**config.mk**
```make
export PLATFORM = sky130hd
export DESIGN_NAME = id_decode_stage
export DESIGN_NICKNAME = d
export VERILOG_FILES = /design/src/rtl/id_decode_stage_pkg.sv /design/src/rtl/id_decode_stage_skid_buf.sv /design/src/rtl/id_decode_stage.sv
export SDC_FILE = /design/constraint.sdc
export NUM_CORES = 1
export LEC_CHECK = 0
export CORE_MARGIN = 2
export CORE_UTILIZATION = 40
export CTS_CLUSTER_SIZE = 24
export DETAILED_ROUTE_END_ITERATION = 10
export GPL_ROUTABILITY_DRIVEN = 0
export GPL_TIMING_DRIVEN = 0
export PLACE_DENSITY = 0.7
export SYNTH_ARGS = -nofsm -noshare
export SYNTH_HDL_FRONTEND = slang
export SYNTH_SLANG_ARGS = --single-unit
```
**constraint.sdc**
```tcl
create_clock -name clk -period 5.45 [get_ports clk]
set_input_delay 0.545 -clock clk [delete_from_list [all_inputs] [get_ports clk]]
set_output_delay 0.545 -clock clk [all_outputs]
set_load 0.005 [all_outputs]
```
**src/rtl/id_decode_stage_pkg.sv**
```systemverilog
// Shared definitions for the decode stage: widths, ALU commands, opcodes and
// the decoded entry that travels through the output buffer.
package id_decode_stage_pkg;

    localparam int WORD_LEN     = 32;
    localparam int REG_ADDR_W   = 5;
    localparam int IMM_FLAG_BIT = 5;

    typedef enum logic [3:0] {
        EXE_ADD = 4'd0,
        EXE_SUB = 4'd1,
        EXE_AND = 4'd2,
        EXE_OR  = 4'd3,
        EXE_XOR = 4'd4,
        EXE_NOR = 4'd5,
        EXE_SLA = 4'd6,
        EXE_SLL = 4'd7,
        EXE_SRA = 4'd8,
        EXE_SRL = 4'd9
    } execmd_t;

    typedef enum logic [5:0] {
        OP_NOP  = 6'h00,
        OP_ADD  = 6'h01, OP_SUB  = 6'h02, OP_AND  = 6'h03, OP_OR   = 6'h04,
        OP_XOR  = 6'h05, OP_NOR  = 6'h06, OP_SLA  = 6'h07, OP_SLL  = 6'h08,
        OP_SRA  = 6'h09, OP_SRL  = 6'h0A,
        OP_ADDI = 6'h21, OP_SUBI = 6'h22, OP_ANDI = 6'h23, OP_ORI  = 6'h24,
        OP_XORI = 6'h25, OP_NORI = 6'h26, OP_SLAI = 6'h27, OP_SLLI = 6'h28,
        OP_SRAI = 6'h29, OP_SRLI = 6'h2A
    } opcode_t;

    typedef struct packed {
        execmd_t               exe_cmd;
        logic [WORD_LEN-1:0]   val1;
        logic [WORD_LEN-1:0]   val2;
        logic [REG_ADDR_W-1:0] dest;
        logic                  wb_en;
`ifdef DECODE_ILLEGAL_TRAP_EN
        logic                  illegal;
`endif
    } decoded_t;

    // EXE_ADD encodes as zero, so the all-zero entry is exactly the idle NOP.
    localparam decoded_t DECODED_IDLE = '0;

    function automatic logic op_is_alu(input logic [5:0] op);
        case (op)
            OP_ADD, OP_SUB, OP_AND, OP_OR, OP_XOR, OP_NOR,
            OP_SLA, OP_SLL, OP_SRA, OP_SRL,
            OP_ADDI, OP_SUBI, OP_ANDI, OP_ORI, OP_XORI, OP_NORI,
            OP_SLAI, OP_SLLI, OP_SRAI, OP_SRLI: return 1'b1;
            default:                            return 1'b0;
        endcase
    endfunction

    function automatic execmd_t op_to_cmd(input logic [5:0] op);
        case (op)
            OP_SUB, OP_SUBI: return EXE_SUB;
            OP_AND, OP_ANDI: return EXE_AND;
            OP_OR,  OP_ORI:  return EXE_OR;
            OP_XOR, OP_XORI: return EXE_XOR;
            OP_NOR, OP_NORI: return EXE_NOR;
            OP_SLA, OP_SLAI: return EXE_SLA;
            OP_SLL, OP_SLLI: return EXE_SLL;
            OP_SRA, OP_SRAI: return EXE_SRA;
            OP_SRL, OP_SRLI: return EXE_SRL;
            default:         return EXE_ADD;
        endcase
    endfunction

endpackage

```
**src/rtl/id_decode_stage_skid_buf.sv**
```systemverilog
// Two-entry valid/ready buffer (output register + skid) for decoded entries.
// in_ready is registered so the upstream handshake never sees out_ready combinationally.
module decode_skid_buf
    import id_decode_stage_pkg::*;
(
    input  logic     clk,
    input  logic     rst,
    input  logic     flush,
    input  logic     in_valid,
    output logic     in_ready,
    input  decoded_t in_data,
    output logic     out_valid,
    input  logic     out_ready,
    output decoded_t out_data
);

    logic     skid_valid;
    decoded_t skid_data;
    logic     accept;
    logic     main_free;

    assign accept    = in_valid & in_ready;
    assign main_free = !out_valid || out_ready;

    // NOTE: sequential state uses <= so every register samples pre-edge values.
    always_ff @(posedge clk) begin
        if (rst) begin
            out_valid  <= 1'b0;
            skid_valid <= 1'b0;
            in_ready   <= 1'b0;
            out_data   <= DECODED_IDLE;
        end else if (flush) begin
            out_valid  <= 1'b0;
            skid_valid <= 1'b0;
            in_ready   <= 1'b1;
        end else if (main_free) begin
            // in_ready mirrors !skid_valid, so a full skid never coincides with accept.
            if (skid_valid) begin
                out_valid  <= 1'b1;
                out_data   <= skid_data;
                skid_valid <= 1'b0;
            end else begin
                out_valid <= accept;
                if (accept) out_data <= in_data;
            end
            in_ready <= 1'b1;
        end else if (accept) begin
            skid_valid <= 1'b1;
            in_ready   <= 1'b0;
        end
    end

    // NOTE: skid payload needs no reset; it is only observed while skid_valid is set.
    always_ff @(posedge clk) begin
        if (!main_free && accept) skid_data <= in_data;
    end

endmodule

```
**src/rtl/id_decode_stage.sv**
```systemverilog
// Instruction decode stage: combinational decode + register read, registered output
// through a 2-entry skid buffer. Optional macro DECODE_ILLEGAL_TRAP_EN adds the illegal flag.
module id_decode_stage
    import id_decode_stage_pkg::*;
(
    input  logic                  clk,
    input  logic                  rst,
    input  logic                  flush,
    input  logic                  in_valid,
    output logic                  in_ready,
    input  logic [WORD_LEN-1:0]   instr,
    output logic [REG_ADDR_W-1:0] rf_raddr1,
    output logic [REG_ADDR_W-1:0] rf_raddr2,
    input  logic [WORD_LEN-1:0]   rf_rdata1,
    input  logic [WORD_LEN-1:0]   rf_rdata2,
    output logic                  out_valid,
    input  logic                  out_ready,
    output execmd_t               exe_cmd,
    output logic [WORD_LEN-1:0]   val1,
    output logic [WORD_LEN-1:0]   val2,
    output logic [REG_ADDR_W-1:0] dest,
    output logic                  wb_en
`ifdef DECODE_ILLEGAL_TRAP_EN
   ,output logic                  illegal
`endif
);

    logic [5:0]  opcode;
    logic [15:0] imm16;
    decoded_t    dec;
    decoded_t    out_data;

    assign opcode    = instr[31:26];
    assign imm16     = instr[15:0];
    assign rf_raddr1 = instr[20:16];
    assign rf_raddr2 = instr[15:11];

    // NOTE: dec gets a full default first so no path through the block infers a latch.
    always_comb begin
        dec = DECODED_IDLE;
        if (op_is_alu(opcode)) begin
            dec.exe_cmd = op_to_cmd(opcode);
            dec.val1    = rf_rdata1;
            dec.dest    = instr[25:21];
            dec.wb_en   = 1'b1;
            if (!opcode[IMM_FLAG_BIT]) begin
                dec.val2 = rf_rdata2;
            end else begin
                unique case (dec.exe_cmd)
                    EXE_ADD, EXE_SUB:
                        dec.val2 = {{(WORD_LEN-16){imm16[15]}}, imm16};
                    EXE_SLA, EXE_SLL, EXE_SRA, EXE_SRL:
                        dec.val2 = {{(WORD_LEN-5){1'b0}}, imm16[4:0]};
                    default:
                        dec.val2 = {{(WORD_LEN-16){1'b0}}, imm16};
                endcase
            end
        end
`ifdef DECODE_ILLEGAL_TRAP_EN
        dec.illegal = (opcode != OP_NOP) && !op_is_alu(opcode);
`endif
    end

    decode_skid_buf u_buf (
        .clk       (clk),
        .rst       (rst),
        .flush     (flush),
        .in_valid  (in_valid),
        .in_ready  (in_ready),
        .in_data   (dec),
        .out_valid (out_valid),
        .out_ready (out_ready),
        .out_data  (out_data)
    );

    assign exe_cmd = out_data.exe_cmd;
    assign val1    = out_data.val1;
    assign val2    = out_data.val2;
    assign dest    = out_data.dest;
    assign wb_en   = out_data.wb_en;
`ifdef DECODE_ILLEGAL_TRAP_EN
    assign illegal = out_data.illegal;
`endif

endmodule

```
==> flow_summary.json <==
{
  "status": "finished, final reports clean",
  "cts_sinks": 151,
  "synth_top_cell_area_share_pct": 31.4,
  "path_class": "in -> reg",
  "pre_cts_slack_ns": 2.24,
  "globalRouteOverflowTotal": 0,
  "synth_seq_cells": 151,
  "final_cells": 1162,
  "r2r_end": "u_buf.out_data[36]",
  "drive_gt1_share_pct": 8.64,
  "critPathLaunch": "instr[26]",
  "worst_slew_margin_rel_pct": 44.4,
  "r2r_start": "u_buf.out_valid",
  "postCtsHoldBufs": 0,
  "setup_ws_ns": 2.65,
  "via_count": 6311,
  "ant_nets": 0,
  "min_path_type": "reg -> reg",
  "grt_pass1_wl_mm": 33.6,
  "viasPerCell": 5.43,
  "grt_max_degree": 30,
  "worst-r2r-cell-count": 6,
  "root_buffer": "clkbuf_16",
  "yosys_warnings": 0,
  "synth_area_um2": 7080,
  "vdd_ir_drop_max_mv": 0.229,
  "cts_setup_buffers": 0,
  "synth_edf_count": 74,
  "final_area_um2": 9820,
  "hold_violations": 0,
  "tns_ns": 0,
  "cts_tree": "done",
  "synthTopCellsByArea": "edfxtp_1, dfxtp_1, a211oi_1",
  "syn_avg_cell_area_um2": 9.75,
  "crit_path_end": "u_buf.skid_data[34]",
  "drc": 0,
  "core_um2": 17300,
  "crit_fanout": 10,
  "rsz0062_at_grt": "no",
  "drtIter0Drc": 422,
  "final_nets": 1031,
  "dieWidth_um": 137,
  "fin_crit_sh_pct": 51.4,
  "diodes": 0,
  "clk_path_buf_depth": 2,
  "clkLatencyLatePin_ns": 0.42,
  "synth_cell_type_count": 43,
  "rows": 48,
  "io_pins": 187,
  "synthFlopType": "dfxtp_1",
  "grt_pass1_vias": 6250,
  "antenna_found_initial": 0,
  "async_flop_share_pct": 0,
  "finalClockSkew_ns": 0.00780,
  "finalSetupViolCount": 0,
  "route.detailed.wl_per_inst_um": 18.5,
  "port-buffer-count": 178,
  "drv_cap": 0,
  "syn2layout_area_growth_pct": 38.7,
  "max_freq_mhz": 357,
  "finalPower_mw": 2.88,
  "p_leak_nw": 3.50,
  "placed_cell_area_um2": 9190,
  "critical_path_required_ns": 5.60,
  "syn_inst": 726,
  "clk_pin_slew_ns": 0.06,
  "drt-total-wl_mm": 21.6,
  "start_kind": "input port",
  "firstDrtPassIters": 5,
  "power.density_nw_per_um2": 293,
  "worstMarginPinSlew_ns": 0.822,
  "cts_made_buffers": 17,
  "ctsResizeCount": 0,
  "slew_viol_final": 0,
  "period_needed_ns": 2.80,
  "yosysTopAreaCell": "edfxtp_1",
  "synth_nets": 832,
  "cts.htree.levels": 4,
  "hpwl_mm": 15.3,
  "initial_core_util_pct": 40.9,
  "endpoint_kind": "register",
  "die_h_um": 137,
  "dp_cells": 1131,
  "dieArea_um2": 18800,
  "track_usage_pct": 23.5,
  "cp.arrival_ns": 2.95,
  "ys_seq_area_share_pct": 53.2,
  "r2r_slack_ns": 3.39
}
[critical path, cell delays in order]
cell,delay [ns]
clkdlybuf4s50_1,0.50
inv_1,0.14
ha_1,0.28
nor4bb_1,0.68
nor4b_4,0.21
a21oi_4,0.32
buf_6,0.20
nor3_1,0.07
[metrics by stage]
step                util [%]  hold WS, ns
floorplan                  -        0.490
global placement        52.9        0.490
detailed placement      53.1        0.488
CTS                     56.8        0.501
global route            56.8        0.513
finish                  56.8        0.496
[sequential cells by signal, indices dropped and copies added (netlist names)]
name              count
u_buf.out_data       74
u_buf.skid_data      74
u_buf.in_ready        1
u_buf.out_valid       1
u_buf.skid_valid      1
[cell usage after synthesis, drive strengths merged (5+ instances only)]
cell type,instances
nand2,45
nand3,38
o211ai,13
edfxtp,74
inv,5
dfxtp,77
buf,43
ha,5
mux2,11
a211oi,64
a21oi,73
clkbuf,41
nor4,17
or3,6
o311a,16
and2,37
nor2,104
o32ai,11
nor3,17
mux2i,6
[routing by layer]
metal	global-route usage, %	share of wire, %
met5	0	0
met4	8.13	2.1
met3	5.22	7.0
met2	37.7	47
met1	31.2	44
[cell families (layout without fill, tap and decap cells)]
logic type | after synthesis | count (layout) | synth area share [%]
buffers and inverters | 89 | 300 | 5.97
multiplexers | 17 | 17 | 2.60
AO/OA/AOI/OAI | 184 | 184 | 18.1
AND/OR/NAND/NOR | 280 | 280 | 19.3
flip-flops | 151 | 151 | 53.2
adder cells (fa/ha/maj) | 5 | 5 | 0.884
[how the worst min path moves through the flow]
stage                       startpoint                 end  slack [ns]  depth (start not counted)
finish              u_buf.out_data[39]  u_buf.out_data[39]        0.50                          2
global route        u_buf.out_data[47]  u_buf.out_data[47]        0.51                          2
CTS                 u_buf.out_data[39]  u_buf.out_data[39]        0.50                          2
detailed placement  u_buf.out_data[32]  u_buf.out_data[32]        0.49                          2
global placement    u_buf.out_data[67]  u_buf.out_data[67]        0.49                          2
floorplan           u_buf.out_data[22]  u_buf.out_data[22]        0.49                          2
[final cells by class]
| cell class | instances | area, um^2 |
|---|---|---|
| repair buffers | 180 | 1820 |
| clock inverters | 7 | 114 |
| flip-flops and latches | 151 | 3760 |
| inverters | 5 | 18.8 |
| plain buffers | 84 | 404 |
| well taps | 225 | 282 |
| fillers | 1602 | 7480 |
| clock buffers | 24 | 514 |
| multi-input cells | 486 | 2900 |
[power by group]
part	switching, mW	internal [mW]	total (mW)	leakage [nW]
combinational	0.187	0.203	0.390	1.83
sequential	0.0201	1.22	1.24	1.36
clock	0.450	0.796	1.25	0.310
[cell usage in the layout (no fill, tap or decap), drive strengths merged, types with 2 or more instances in the layout]
| master | instances |
|---|---|
| clkdlybuf4s50 | 178 |
| nand3b | 2 |
| inv | 5 |
| o311a | 16 |
| nand2 | 45 |
| nor4bb | 2 |
| mux2i | 6 |
| clkinv | 4 |
| o32ai | 11 |
| a211oi | 64 |
| buf | 45 |
| ha | 5 |
| nor4b | 3 |
| edfxtp | 74 |
| o211ai | 13 |
| nor2 | 104 |
| and2 | 37 |
| bufinv | 3 |
| or3 | 6 |
| clkbuf | 65 |
| nand3 | 38 |
| dfxtp | 77 |
| mux2 | 11 |
| a21oi | 73 |
| nor4 | 17 |
| nand2b | 4 |
| nor3 | 17 |
Power figures use the tool's default switching activity.
